<file path="src/rtl/unidade_controle_multiciclo.sv">
// Multi-cycle main control FSM for the MIPS-subset datapath.
// Moore controls per state, memory-ready stalls, a sticky invalid-opcode
// flag and a retired-instruction counter.
module unidade_controle_multiciclo #(
   parameter int LARGURA_CONT = 32
) (
   input  logic                    clock,
   input  logic                    reset,
   input  logic [5:0]              opcode,
   input  logic                    mem_pronta,
   output logic                    pc_write,
   output logic                    pc_write_cond,
   output logic                    i_or_d,
   output logic                    mem_read,
   output logic                    mem_write,
   output logic                    ir_write,
   output logic                    mem_to_reg,
   output logic                    reg_dst,
   output logic                    reg_write,
   output logic                    alu_src_a,
   output logic [1:0]              alu_src_b,
   output logic [1:0]              alu_op,
   output logic [1:0]              pc_source,
   output logic [3:0]              estado,
   output logic                    erro_opcode,
   output logic [LARGURA_CONT-1:0] contador_instrucoes
);

   typedef enum logic [3:0] {
      FETCH     = 4'd0,
      DECODE    = 4'd1,
      MEM_ADDR  = 4'd2,
      MEM_READ  = 4'd3,
      MEM_WB    = 4'd4,
      MEM_WRITE = 4'd5,
      EXEC_R    = 4'd6,
      R_WB      = 4'd7,
      BRANCH    = 4'd8,
      JUMP      = 4'd9,
      ADDI_EXEC = 4'd10,
      ADDI_WB   = 4'd11
   } estado_t;

   localparam logic [5:0] OP_R    = 6'b000000;
   localparam logic [5:0] OP_LW   = 6'b100011;
   localparam logic [5:0] OP_SW   = 6'b101011;
   localparam logic [5:0] OP_BEQ  = 6'b000100;
   localparam logic [5:0] OP_J    = 6'b000010;
   localparam logic [5:0] OP_ADDI = 6'b001000;

   estado_t atual, proximo;
   logic    op_invalido;
   logic    retira;
   logic    pc_write_i, pc_write_cond_i, mem_write_i, ir_write_i, reg_write_i;

   // State register, sticky error flag and retired-instruction counter.
   always_ff @(posedge clock) begin
      if (!reset) begin
         atual               <= FETCH;
         erro_opcode         <= 1'b0;
         contador_instrucoes <= '0;
      end else begin
         atual <= proximo;
         if (op_invalido)
            erro_opcode <= 1'b1;
         if (retira)
            contador_instrucoes <= contador_instrucoes + 1'b1;
      end
   end

   // Next-state decode; also flags decode of an unknown opcode and retirement.
   always_comb begin
      proximo     = FETCH;
      op_invalido = 1'b0;
      retira      = 1'b0;
      case (atual)
         FETCH:     proximo = mem_pronta ? DECODE : FETCH;
         DECODE: begin
            case (opcode)
               OP_R:          proximo = EXEC_R;
               OP_LW, OP_SW:  proximo = MEM_ADDR;
               OP_BEQ:        proximo = BRANCH;
               OP_J:          proximo = JUMP;
               OP_ADDI:       proximo = ADDI_EXEC;
               default: begin
                  proximo     = FETCH;
                  op_invalido = 1'b1;
               end
            endcase
         end
         MEM_ADDR:  proximo = (opcode == OP_SW) ? MEM_WRITE : MEM_READ;
         MEM_READ:  proximo = mem_pronta ? MEM_WB : MEM_READ;
         MEM_WB:    begin proximo = FETCH; retira = 1'b1; end
         MEM_WRITE: begin
            proximo = mem_pronta ? FETCH : MEM_WRITE;
            retira  = mem_pronta;
         end
         EXEC_R:    proximo = R_WB;
         R_WB:      begin proximo = FETCH; retira = 1'b1; end
         BRANCH:    begin proximo = FETCH; retira = 1'b1; end
         JUMP:      begin proximo = FETCH; retira = 1'b1; end
         ADDI_EXEC: proximo = ADDI_WB;
         ADDI_WB:   begin proximo = FETCH; retira = 1'b1; end
         default:   proximo = FETCH;
      endcase
   end

   // Per-state datapath controls; FETCH only latches IR/PC once memory answers.
   always_comb begin
      pc_write_i      = 1'b0;
      pc_write_cond_i = 1'b0;
      i_or_d          = 1'b0;
      mem_read        = 1'b0;
      mem_write_i     = 1'b0;
      ir_write_i      = 1'b0;
      mem_to_reg      = 1'b0;
      reg_dst         = 1'b0;
      reg_write_i     = 1'b0;
      alu_src_a       = 1'b0;
      alu_src_b       = 2'b00;
      alu_op          = 2'b00;
      pc_source       = 2'b00;
      case (atual)
         FETCH: begin
            mem_read   = 1'b1;
            alu_src_b  = 2'b01;
            ir_write_i = mem_pronta;
            pc_write_i = mem_pronta;
         end
         DECODE:    alu_src_b = 2'b11;
         MEM_ADDR:  begin alu_src_a = 1'b1; alu_src_b = 2'b10; end
         MEM_READ:  begin mem_read = 1'b1; i_or_d = 1'b1; end
         MEM_WB:    begin reg_write_i = 1'b1; mem_to_reg = 1'b1; end
         MEM_WRITE: begin mem_write_i = 1'b1; i_or_d = 1'b1; end
         EXEC_R:    begin alu_src_a = 1'b1; alu_op = 2'b10; end
         R_WB:      begin reg_dst = 1'b1; reg_write_i = 1'b1; end
         BRANCH: begin
            alu_src_a       = 1'b1;
            alu_op          = 2'b01;
            pc_write_cond_i = 1'b1;
            pc_source       = 2'b01;
         end
         JUMP:      begin pc_write_i = 1'b1; pc_source = 2'b10; end
         ADDI_EXEC: begin alu_src_a = 1'b1; alu_src_b = 2'b10; end
         ADDI_WB:   reg_write_i = 1'b1;
         default:   ;
      endcase
   end

   // Write enables are held off for as long as reset is asserted.
   assign pc_write      = pc_write_i      & reset;
   assign pc_write_cond = pc_write_cond_i & reset;
   assign mem_write     = mem_write_i     & reset;
   assign ir_write      = ir_write_i      & reset;
   assign reg_write     = reg_write_i     & reset;
   assign estado        = atual;

endmodule
</file>
<file path="config.mk">
export PLATFORM = sky130hd
export DESIGN_NAME = unidade_controle_multiciclo
export DESIGN_NICKNAME = d
export VERILOG_FILES = /design/src/rtl/unidade_controle_multiciclo.sv
export SDC_FILE = /design/constraint.sdc
export NUM_CORES = 1
export LEC_CHECK = 0
export CAP_MARGIN = 20
export CORE_UTILIZATION = 44
export CTS_CLUSTER_DIAMETER = 150
export DETAILED_ROUTE_END_ITERATION = 12
export GPL_TIMING_DRIVEN = 0
export PLACE_DENSITY = 0.73
export SYNTH_ARGS = -nofsm -noshare
export SYNTH_HDL_FRONTEND = slang
export SYNTH_SLANG_ARGS = --single-unit
</file>
<file path="constraint.sdc">
create_clock -name clock -period 1.52 [get_ports clock]
set_input_delay 0.228 -clock clock [delete_from_list [all_inputs] [get_ports clock]]
set_output_delay 0.228 -clock clock [all_outputs]
set_load 0.05 [all_outputs]
</file>
==> qor.csv, run 1 <==
stage,metric,value,unit
synth,yosysTopAreaCellShare,32.0,%
run_status,stop_stage,global routing (5_1_grt),
synth,syn-num-nets,305,
synth,synth_most_common_cell,dfxtp_1,
synth,synth-async-reset-ratio,0,%
run_status,status,aborted with a tool error,
run_status,error_line,[ERROR DPL-0033] detailed placement checks failed during check placement.,
synth,synth_top_area_cell,dfxtp_1,
synth,synthTopCellsByCount,"dfxtp_1 (37), nand2_1 (31), a21oi_1 (24)",
place,place_congestion,0.918,
synth,ys_seq_area_share,32.0,%
cts,cts.sinks,37,
grt,antenna_found_initial,0,
cts,htree_levels,2,
synth,synth_area_leaders,"dfxtp_1 (32%), o31ai_1 (5.8%), or4_1 (5.5%), a21oi_1 (5.2%), nand2_1 (5.0%)",
synth,netlist_instances,295,
cts,holdBufCountCts,0,
floorplan,fp.dieH,74.5,µm
synth,synth_edf_count,0,
cts,cts.path.max_buffers,2,
synth,ys.flop_type,dfxtp_1,
floorplan,io_pins,62,
synth,yosysUniqueCellTypes,42,
grt,grt_max_degree,12,
synth,synth-seq-cells,37,
synth,avgSynthCellArea,7.84,µm²
floorplan,die_x,74.5,µm
place,io_buffers,60,
floorplan,start_util,45.6,%
floorplan,fp-row-count,26,
cts,cts_inserted_buffers,5,
cts,cts_root_buf,clkbuf_8,
timing,postGrtWorstEndpoint,pc_write,
timing,worstEndpointType,top-level output,
synth,yosysWarnings,0,
synth,syn-cell-area,2310,µm²
place,dp_hpwl,4.84,mm
[per-stage QoR]
step / setup slack (ns) / area [µm²] / instances / utilization [%] / setup TNS, ns
CTS: -0.222 / 4520 / 477 / 89.2 / -6.23
floorplan: -0.202 / 2660 / 295 / - / -5.21
detailed placement: -1.22 / 3350 / 425 / 66.0 / -29.81
global placement: -1.24 / 3350 / 425 / 66.0 / -29.73
[cell families after synthesis]
family          Yosys count  share of synthesized area, %
buf+inv                  31                          6.33
simple gates            151                          38.7
compound gates           61                          16.5
flops                    37                          32.0
fa+ha+maj                 1                         0.541
xor+xnor                  3                          1.14
mux                      11                          4.76
[what timing repair did]
| action | CTS |
|---|---|
| gates cloned | 9 |
| pin swaps | 60 |
| resized for setup | 272 |
| buffers inserted | 36 |
| setup endpoints to repair | 87 |
==> run 2: changes to the inputs <==
CORE_UTILIZATION = 30   (was 44)
CTS_CLUSTER_DIAMETER = unset   (was 150)
PLACE_DENSITY = unset   (was 0.73)
PLACE_DENSITY_LB_ADDON = 0.15   (was unset)
clock period = 2 ns   (was 1.52 ns; I/O delays follow)
==> run 2 against run 1 <==
Effect of this change: the run now ends clean; area after synthesis is the same; synthesized cell count stayed put.
==> qor.csv, run 2 <==
stage,metric,value,unit
run_status,status,"finished, final reports clean",
critical_path,max_stage_delay,0.38,ns
floorplan,start_util,31.4,%
timing,clock_skew,0.0115,ns
synth,synth_area_leaders,"dfxtp_1 (32%), o31ai_1 (5.8%), or4_1 (5.5%), a21oi_1 (5.2%), nand2_1 (5.0%)",
timing,relSlewSlack,66.1,%
synth,ys.flop_type,dfxtp_1,
critical_path,cp_max_fo,10,
critical_path,end_kind,output pin,
finish,layout_common_cells,"clkdlybuf4s50_1 (43), nand2_1 (31), dfxtp_1 (31)",
place,placedInstanceArea,3140,µm²
grt,met3_usage,3.30,%
place,place_congestion,0.843,
grt,track_usage,16.9,%
cts,cts_tree,done,
finish,diodes,0,
power_and_ir_drop,p_leak,0.00108,µW
routing,drt_iter0_drc,110,
critical_path,path_class,register to output pin,
routing,route.detailed.drc,0,
place,dp_hpwl,5.00,mm
cts,cts_inserted_buffers,5,
cts,worstSkewPairLatency,0.30,ns
finish,top_register,contador_instrucoes,
finish,mostFrequentLayoutCell,clkdlybuf4s50_1,
synth,netlist_instances,295,
synth,synth_top_area_cell,dfxtp_1,
synth,synth-seq-cells,37,
timing,fin_crit,1.96,ns
floorplan,die_area,8060,µm²
finish,area_delta_synth_final,44.8,%
grt,antenna_found_initial,0,
synth,ys_seq_area_share,32.0,%
place,io_buffers,60,
routing,vias,2554,
grt,overflow,0,
timing,rsz0062_at_grt,yes,
finish,final_net_count,374,
finish,drive_above_1_share,20.3,%
timing,setup_violations,0,
synth,yosysTopAreaCellShare,32.0,%
cts,cts.path.max_buffers,2,
routing,dr.pass1.iters,5,
critical_path,crit_arrival,1.66,ns
grt,grt_use_met2,26.6,%
timing,period_share,98.0,%
power_and_ir_drop,p_per_area,515,nW/µm²
cts,cts.sinks,37,
critical_path,cpMaxStageDelayCell,dfxtp_1,
grt,grt_pass1_wl,11.1,mm
floorplan,fp-row-count,31,
timing,hold_viol,0,
finish,nFillCells,754,
synth,synth-async-reset-ratio,0,%
critical_path,path_delay_family,buffers and inverters,
synth,avgSynthCellArea,7.84,µm²
cts,path_clk_slew,0.07,ns
floorplan,fp.dieH,89.8,µm
routing,wl_per_cell,15.0,µm
timing,maxSlewViolCount,0,
cts,cts_root_buf,clkbuf_8,
synth,synth_edf_count,0,
critical_path,cp-start-kind,register,
grt,grt_max_degree,14,
finish,largest_reg_flops,32,
floorplan,die_x,89.8,µm
critical_path,path_buf_inv,2,
routing,ant_nets,0,
cts,htree_levels,2,
critical_path,required,1.70,ns
synth,syn-num-nets,305,
synth,synthTopCellsByCount,"dfxtp_1 (37), nand2_1 (31), a21oi_1 (24)",
flow_run,max-cap-violations,0,
routing,routed_wl,6.97,mm
grt,grt_pass1_vias,2152,
power_and_ir_drop,vdd_drop_max,0.000366,V
timing,worst_pin_slew,0.506,ns
grt,busiest_layer,met2,
timing,fmax,510,MHz
synth,yosysUniqueCellTypes,42,
synth,yosysWarnings,0,
synth,syn-cell-area,2310,µm²
floorplan,design.core.area,7370,µm²
critical_path,crit_chain,clkbuf_4 -> nor2b_2 -> nor3_4 -> clkdlybuf4s15_2,
finish,fin_area,3350,µm²
grt,grtUsageMet1,23.4,%
place,dp_cells,454,
min_path,min_path_type,primary input to register,
routing,viasPerCell,5.50,
synth,synth_most_common_cell,dfxtp_1,
floorplan,io_pins,62,
finish,finalNonFillerCells,464,
timing,fin_hold_ws,0.433,ns
## run 2: cell counts after synthesis
No cell type changed its count.
## run 2: per-stage QoR
step,setup TNS [ns],worst slack (ns),total power [µW],util (%)
after global routing,-0.0390,-0.0164,1780,45.4
final,0,0.0405,1720,45.4
after CTS,0,0.0143,1730,44.8
after floorplan,-1.48,-0.312,867,-
after detailed placement,-12.68,-0.713,927,42.6
after global placement,-12.06,-0.739,927,42.6
## run 2: area by class of cell
class	count	area [µm²]	area share, %
Multi-Input combinational cell	227	1560	46.5
Sequential cell	37	751	22.4
Timing Repair Buffer	62	593	17.7
Buffer	21	146	4.37
Tap cell	99	124	3.70
Clock buffer	5	68.8	2.06
Clock inverter	3	68.8	2.06
Inverter	10	37.5	1.12
## run 2: metal layers
layer	routed length, µm	up-vias	share of wire [%]
met1	3180	1201	46
met4	58	0	0.83
met2	3330	85	48
met3	401	5	5.8
met5	0	-	0
li1	-	1263	-
## run 2: cells by family after synthesis
logic type | after synthesis | share of synthesized area, %
AOI/OAI and AO/OA | 61 | 16.5
and+or+nand+nor | 151 | 38.7
xor gates and xnor gates | 3 | 1.14
DFF | 37 | 32.0
adders and majority gates | 1 | 0.541
buffers and inverters | 31 | 6.33
muxes | 11 | 4.76
## run 2: worst paths after layout
path	start	end	slack, ns	cells past startpoint
worst min register to register	contador_instrucoes[31]	contador_instrucoes[31]	0.48	2
worst max-delay path	estado[1]	mem_read	0.04	4
worst min-delay path	opcode[1]	estado[0]	0.43	3
worst max register to register	contador_instrucoes[16]	contador_instrucoes[29]	0.15	6
## run 2: timing repair
item,in CTS,in global routing
resized for setup,81,19
hold buffers,0,0
setup buffers,0,2
endpoints found under the setup margin,16,17
pin swaps,0,2
## run 2: tightest hold or removal path: stages
cell and delay [ns]:
clkbuf_1 0.17, nand4_1 0.12, a31oi_1 0.09
## run 2: power breakdown
part           leakage (µW)  switching, µW  internal, µW
clock             0.0000687            306           502
combinational      0.000713            111          60.2
sequential         0.000301           3.50           739
Note: power is estimated with default switching activity, not from simulation.
